## config.mk

```make
export PLATFORM = sky130hd
export DESIGN_NAME = multicycle_sequencer_flat
export DESIGN_NICKNAME = d
export VERILOG_FILES = /design/src/rtl/multicycle_sequencer_if.sv /design/src/rtl/multicycle_sequencer.sv /design/src/flat_wrapper.sv
export SDC_FILE = /design/constraint.sdc
export NUM_CORES = 1
export LEC_CHECK = 0
export ABC_AREA = 1
export CAP_MARGIN = 10
export CORE_AREA = 2 2 53 45
export CTS_CLUSTER_DIAMETER = 60
export CTS_CLUSTER_SIZE = 30
export DETAILED_ROUTE_END_ITERATION = 10
export DIE_AREA = 0 0 55 47
export DONT_BUFFER_PORTS = 1
export PLACE_DENSITY = 0.78
export SLEW_MARGIN = 20
export SYNTH_ARGS = -nofsm -noshare
export SYNTH_HDL_FRONTEND = slang
export SYNTH_SLANG_ARGS = --single-unit
```

## constraint.sdc

```tcl
create_clock -name clk -period 2.9 [get_ports clk]
set_clock_uncertainty 0.15 [all_clocks]
set_input_delay 0.29 -clock clk [delete_from_list [all_inputs] [get_ports clk]]
set_output_delay 0.29 -clock clk [all_outputs]
set_load 0.005 [all_outputs]
```

## src/rtl/multicycle_sequencer_if.sv

```systemverilog
// multicycle_sequencer_if: instruction handshake, data-memory ack and datapath control bundle
// master: the sequencer (drives instr_ready, controls, busy, retired_count, timeout_err)
// slave:  the instruction source / datapath (drives instr_valid, instr, mem_ack)
interface multicycle_sequencer_if #(
    parameter int CNT_W = 8
);
    logic             instr_valid;
    logic [7:0]       instr;
    logic             instr_ready;
    logic             mem_ack;
    logic             reg_dst;
    logic             reg_write;
    logic             alu_src;
    logic             branch;
    logic             mem_read;
    logic             mem_write;
    logic             mem_to_reg;
    logic [1:0]       alu_op;
    logic             busy;
    logic [CNT_W-1:0] retired_count;
    logic             timeout_err;

    modport master (
        input  instr_valid, instr, mem_ack,
        output instr_ready, reg_dst, reg_write, alu_src, branch, mem_read, mem_write,
               mem_to_reg, alu_op, busy, retired_count, timeout_err
    );

    modport slave (
        output instr_valid, instr, mem_ack,
        input  instr_ready, reg_dst, reg_write, alu_src, branch, mem_read, mem_write,
               mem_to_reg, alu_op, busy, retired_count, timeout_err
    );
endinterface

```

## src/rtl/multicycle_sequencer.sv

```systemverilog
// multicycle_sequencer: DECODE/EXEC/MEM/WB control FSM for the 8-bit, 4-register datapath
// Ports: clk (rising edge), rst_n (synchronous, active-low),
//        bus (multicycle_sequencer_if.master: instr handshake, mem_ack, datapath controls,
//        busy, retired_count, sticky timeout_err)
module multicycle_sequencer #(
    parameter int MEM_TIMEOUT = 16,
    parameter int CNT_W = 8
) (
    input logic clk,
    input logic rst_n,
    multicycle_sequencer_if.master bus
);
    localparam int TW = MEM_TIMEOUT > 1 ? $clog2(MEM_TIMEOUT) : 1;
    localparam logic [TW-1:0] TMO_LAST = TW'(MEM_TIMEOUT > 0 ? MEM_TIMEOUT - 1 : 0);

    typedef enum logic [2:0] {IDLE, DECODE, EXEC, MEM, WB} state_t;
    typedef enum logic [1:0] {OP_ADD, OP_LW, OP_SW, OP_BEQ} op_t;

    state_t           state_q, state_d;
    logic [7:0]       ir_q, ir_d;
    logic [CNT_W-1:0] cnt_q, cnt_d;
    logic [TW-1:0]    tmo_q, tmo_d;
    logic             err_q, err_d;
    logic             retire;
    op_t              op;

    assign op = op_t'(ir_q[7:6]);

    always_comb begin
        state_d = state_q;
        ir_d = ir_q;
        tmo_d = tmo_q;
        err_d = err_q;
        retire = 1'b0;
        case (state_q)
            IDLE: begin
                if (bus.instr_valid) begin
                    ir_d = bus.instr;
                    state_d = DECODE;
                end
            end
            DECODE: state_d = EXEC;
            EXEC: begin
                state_d = op == OP_ADD ? WB : op == OP_BEQ ? IDLE : MEM;
                retire = op == OP_BEQ;
                tmo_d = '0;
            end
            MEM: begin
                // an ack on the last allowed cycle beats the timeout
                if (bus.mem_ack) begin
                    state_d = op == OP_LW ? WB : IDLE;
                    retire = op == OP_SW;
                end else if (MEM_TIMEOUT != 0 && tmo_q == TMO_LAST) begin
                    state_d = IDLE;
                    err_d = 1'b1;
                end else begin
                    tmo_d = tmo_q + 1'b1;
                end
            end
            WB: begin
                state_d = IDLE;
                retire = 1'b1;
            end
            default: state_d = IDLE;
        endcase
        cnt_d = cnt_q + CNT_W'(retire);
    end

    always_ff @(posedge clk) begin
        if (!rst_n) begin
            state_q <= IDLE;
            ir_q <= '0;
            cnt_q <= '0;
            tmo_q <= '0;
            err_q <= 1'b0;
        end else begin
            state_q <= state_d;
            ir_q <= ir_d;
            cnt_q <= cnt_d;
            tmo_q <= tmo_d;
            err_q <= err_d;
        end
    end

    // every output is forced low while reset is held, ahead of the reset edge
    always_comb begin
        bus.instr_ready = 1'b0;
        bus.busy = 1'b0;
        bus.reg_dst = 1'b0;
        bus.reg_write = 1'b0;
        bus.alu_src = 1'b0;
        bus.branch = 1'b0;
        bus.mem_read = 1'b0;
        bus.mem_write = 1'b0;
        bus.mem_to_reg = 1'b0;
        bus.alu_op = 2'b00;
        bus.retired_count = '0;
        bus.timeout_err = 1'b0;
        if (rst_n) begin
            bus.instr_ready = state_q == IDLE;
            bus.busy = state_q != IDLE;
            bus.retired_count = cnt_q;
            bus.timeout_err = err_q;
            case (state_q)
                EXEC: begin
                    bus.alu_src = op == OP_LW || op == OP_SW;
                    bus.branch = op == OP_BEQ;
                    bus.alu_op = op == OP_ADD ? 2'b10 : op == OP_BEQ ? 2'b01 : 2'b00;
                end
                MEM: begin
                    bus.alu_src = 1'b1;
                    bus.mem_read = op == OP_LW;
                    bus.mem_write = op == OP_SW;
                end
                WB: begin
                    bus.reg_write = 1'b1;
                    bus.reg_dst = op == OP_ADD;
                    bus.mem_to_reg = op == OP_LW;
                    bus.alu_src = op == OP_LW;
                end
                default: ;
            endcase
        end
    end
endmodule

```

## src/flat_wrapper.sv

```systemverilog
// flat-port wrapper written by rule: the top's interface ports become plain ports
module multicycle_sequencer_flat 
#(
    parameter int MEM_TIMEOUT = 16,
    parameter int CNT_W = 8
)
  (clk, rst_n, bus_instr_valid, bus_instr, bus_mem_ack, bus_instr_ready, bus_reg_dst, bus_reg_write, bus_alu_src, bus_branch, bus_mem_read, bus_mem_write, bus_mem_to_reg, bus_alu_op, bus_busy, bus_retired_count, bus_timeout_err);
  multicycle_sequencer_if #(.CNT_W(CNT_W)) bus_i ();
  input logic clk;
  input logic rst_n;
  input wire logic [$bits(bus_i.instr_valid)-1:0] bus_instr_valid;
  input wire logic [$bits(bus_i.instr)-1:0] bus_instr;
  input wire logic [$bits(bus_i.mem_ack)-1:0] bus_mem_ack;
  output wire logic [$bits(bus_i.instr_ready)-1:0] bus_instr_ready;
  output wire logic [$bits(bus_i.reg_dst)-1:0] bus_reg_dst;
  output wire logic [$bits(bus_i.reg_write)-1:0] bus_reg_write;
  output wire logic [$bits(bus_i.alu_src)-1:0] bus_alu_src;
  output wire logic [$bits(bus_i.branch)-1:0] bus_branch;
  output wire logic [$bits(bus_i.mem_read)-1:0] bus_mem_read;
  output wire logic [$bits(bus_i.mem_write)-1:0] bus_mem_write;
  output wire logic [$bits(bus_i.mem_to_reg)-1:0] bus_mem_to_reg;
  output wire logic [$bits(bus_i.alu_op)-1:0] bus_alu_op;
  output wire logic [$bits(bus_i.busy)-1:0] bus_busy;
  output wire logic [$bits(bus_i.retired_count)-1:0] bus_retired_count;
  output wire logic [$bits(bus_i.timeout_err)-1:0] bus_timeout_err;
  assign bus_i.instr_valid = bus_instr_valid;
  assign bus_i.instr = bus_instr;
  assign bus_i.mem_ack = bus_mem_ack;
  assign bus_instr_ready = bus_i.instr_ready;
  assign bus_reg_dst = bus_i.reg_dst;
  assign bus_reg_write = bus_i.reg_write;
  assign bus_alu_src = bus_i.alu_src;
  assign bus_branch = bus_i.branch;
  assign bus_mem_read = bus_i.mem_read;
  assign bus_mem_write = bus_i.mem_write;
  assign bus_mem_to_reg = bus_i.mem_to_reg;
  assign bus_alu_op = bus_i.alu_op;
  assign bus_busy = bus_i.busy;
  assign bus_retired_count = bus_i.retired_count;
  assign bus_timeout_err = bus_i.timeout_err;
  multicycle_sequencer #(.MEM_TIMEOUT(MEM_TIMEOUT), .CNT_W(CNT_W)) u_core (.clk(clk), .rst_n(rst_n), .bus(bus_i));
endmodule
```

==> summary.md <==
| Metric | Value |
|---|---|
| RR Startpoint | u_core.state_q[2]$_SDFFE_PN0P_ |
| Final ANT Viol Nets | 0 |
| Crit-path cells | nor3_2 > nand2_1 > o211ai_1 > ha_1 > nand3_1 > nor3_1 > nand3_1 > nand2_1 > nor2_1 |
| Worst Path Max Fanout | 6 |
| Yosys warns | 0 |
| Die H | 47 um |
| H-tree lvl count | 1 |
| Synth Register Bits | 18 |
| CP Class | reg2reg |
| Worst Path Required | 2.94 ns |
| Synth cell types | 23 |
| Clock Latency Late Sink | 0.29 ns |
| Pwr dens | 474 mW/mm2 |
| Tot GR Track Use | 20.6% |
| Status | complete, no violations |
| Slew headroom | 65.5% |
| Clock Sinks | 18 |
| Hold endpoint | u_core.ir_q[6]$_SDFFE_PN0P_ |
| 1st-pass router iterations | 4 |
| Worst hold path depth | 2 |
| Root buffer cell | clkbuf_4 |
| CTS tree | yes |
| Nets | 187 |
| Detail-routed via count per cell | 5.09 |
| WP data arrival | 2.26 ns |
| R2R cell count | 9 |
| Bufs on Longest Clock Path | 2 |
| Final setup fails | 0 |
| Final Slew Violations | 0 |
| Ys flop type | dfxtp_1 |
| First-pass GRT wire length | 3700 um |
| Total number of vias | 967 |
| Number of top-level pins | 32 |
| # port buffers | 0 |
| Worst path max stage delay | 0.40 ns |
| Avg Inst Size Synth | 6.58 um2 |
| DRC errors left | 0 |
| Endpoints failing hold | 0 |
| Largest net degree at the start of global routing | 15 |
| Worst setup EP type | register |
| Hold Path Class | in2reg |
| Setup TNS | 0 ns |
| Slew @ Worst Pin | 0.516 ns |
| Synth area leaders | dfxtp_1 33%, nand2_1 14%, inv_1 9.7% |
| Share of the synthesized area in the top cell type | 33.4% |
| Max-Cap Viols | 0 |
| Number of global-route vias before repair | 848 |
| Fin crit share | 76.4% |
| Num CTS Buffers | 3 |
| Total gr overflow | 0 |
| Cell area after placement | 0.00109 mm2 |
| Final Cell Area | 0.00114 mm2 |
| RSZ-0062 raised after global routing | false |
| R2r setup slk | 0.68 ns |
| Detail Placement HPWL | 1600 um |
| Core ar. | 0.00206 mm2 |
| Util after Layout | 55.0% |
| Antenna diode count | 0 |
| Leak | 0.584 nW |
| Min-delay src | bus_instr[6] |
| Synth area leader | dfxtp_1 |
| FP Rows | 15 |
| Detailed Route WL | 2170 um |
| Net count after synthesis | 184 |
| Initial Util | 52.2% |
| CP startpoint kind | register |
| Register area share after synthesis | 33.4% |
| Synth Instances | 164 |
| RR Endpoint | u_core.cnt_q[7]$_SDFF_PN0_ |
| Crit path time final | 2.22 ns |
| Post-Synthesis Cell Area | 0.00108 mm2 |
| DIE WIDTH | 55 um |
| PostCTS Resize Cnt | 0 |
| Number of enable flip-flop cells after synthesis | 0 |
| 1st-iter DRT viols | 17 |
| Die area | 0.00259 mm2 |
| Max VDD drop | 0.000411 V |
| Drt wl/cell | 11.4 um |
| Routability cong. | 0.836 |
| Layout cells sized above 1 | 7.88% |
| Initial antenna violation count | 0 |
| Asr flop ratio synth | 0% |
| Design Power | 0.538 mW |
| Max Freq | 451 MHz |
| Area delta synth->final | 5.34% |
| Critical-path top delay cell | dfxtp_1 |
| CTS clk-pin slew, worst paths | 0.10 ns |
flip-flops by register name (all words and copies together) (netlist names):
| signal | flops |
|---|---|
| u_core.cnt_q | 8 |
| u_core.tmo_q | 4 |
| u_core.state_q | 3 |
| u_core.ir_q | 2 |
| u_core.err_q | 1 |
metal layers:
metal  track usage [%]  vias up  routed length (um)
met5                 0        -                   0
met4              5.37        0                  15
met3              7.64        2                  97
met2              35.5       22                1010
met1              24.4      432                1050
li1                  -      511                   -
stage by stage:
| step | hold WS (ns) | instances | setup WS (ns) |
|---|---|---|---|
| floorplan | 0.242 | 164 | 1.02 |
| CTS | 0.0280 | 190 | 0.706 |
| global placement | 0.237 | 185 | 0.789 |
| detailed placement | 0.244 | 185 | 0.734 |
| global route | 0.0455 | 190 | 0.366 |
| finish | 0.0355 | 190 | 0.685 |
logic make-up after synthesis:
logic type | synth area share [%]
adders and majority gates | 9.28
buffers and inverters | 11.9
AOI/OAI and AO/OA | 9.51
and+or+nand+nor | 35.8
DFF | 33.4
layout make-up:
type,instances,area [um2]
inverters,30,113
clock buffers,3,22.5
repair buffers,2,20.0
multi-input cells,112,589
fillers,217,928
well taps,25,31.3
flip-flops and latches,18,360
cell usage after synthesis, types with 2 or more instances:
| library cell | n |
|---|---|
| ha_1 | 8 |
| dfxtp_1 | 18 |
| o21ai_0 | 4 |
| nand3_1 | 10 |
| clkbuf_1 | 3 |
| nor2_2 | 2 |
| nor2_1 | 25 |
| o31ai_1 | 2 |
| nand2_1 | 39 |
| inv_1 | 28 |
| inv_2 | 2 |
| a21oi_1 | 9 |
| nor3_1 | 4 |
layout by cell type (no fill, tap or decap), drive strengths merged:
master	netlist	final
a31oi	1	1
nor3	5	5
o21ai	4	4
o31ai	2	2
ha	8	8
dlygate4sd3	0	2
nand3b	1	1
nand3	11	11
a21oi	10	10
nor2	28	28
nand2	41	41
o211ai	1	1
clkbuf	3	3
inv	30	30
dfxtp	18	18
worst max-delay path: cells and delay by family (launching register included):
kind	cells	cell delay, ns
and+or+nand+nor	7	1.26
AOI/OAI and AO/OA	1	0.11
adders and majority gates	1	0.19
DFF	1	0.40
worst max-delay path by stage:
| stage | startpoint | to | slack, ns | cells past startpoint |
|---|---|---|---|---|
| after floorplan | u_core.state_q[2]$_SDFFE_PN0P_ | u_core.cnt_q[7]$_SDFF_PN0_ | 1.02 | 9 |
| after global placement | u_core.state_q[2]$_SDFFE_PN0P_ | u_core.cnt_q[7]$_SDFF_PN0_ | 0.79 | 9 |
| after detailed placement | u_core.state_q[2]$_SDFFE_PN0P_ | u_core.cnt_q[7]$_SDFF_PN0_ | 0.73 | 9 |
| after CTS | u_core.state_q[2]$_SDFFE_PN0P_ | u_core.cnt_q[7]$_SDFF_PN0_ | 0.71 | 9 |
| after global routing | u_core.state_q[2]$_SDFFE_PN0P_ | u_core.cnt_q[7]$_SDFF_PN0_ | 0.37 | 10 |
| final | u_core.state_q[2]$_SDFFE_PN0P_ | u_core.cnt_q[7]$_SDFF_PN0_ | 0.68 | 9 |
what timing repair did:
item / CTS / global route
hold buffers: 2 / 0
buffers inserted: 0 / 0
endpoints found under the hold margin: 15 / 0
power by group:
group	total, mW	switching, mW	leakage [nW]	internal (mW)
sequential	0.289	0.0211	0.146	0.268
combinational	0.126	0.0818	0.424	0.0447
clock	0.123	0.0746	0.0138	0.0484
Power figures use the tool's default switching activity.
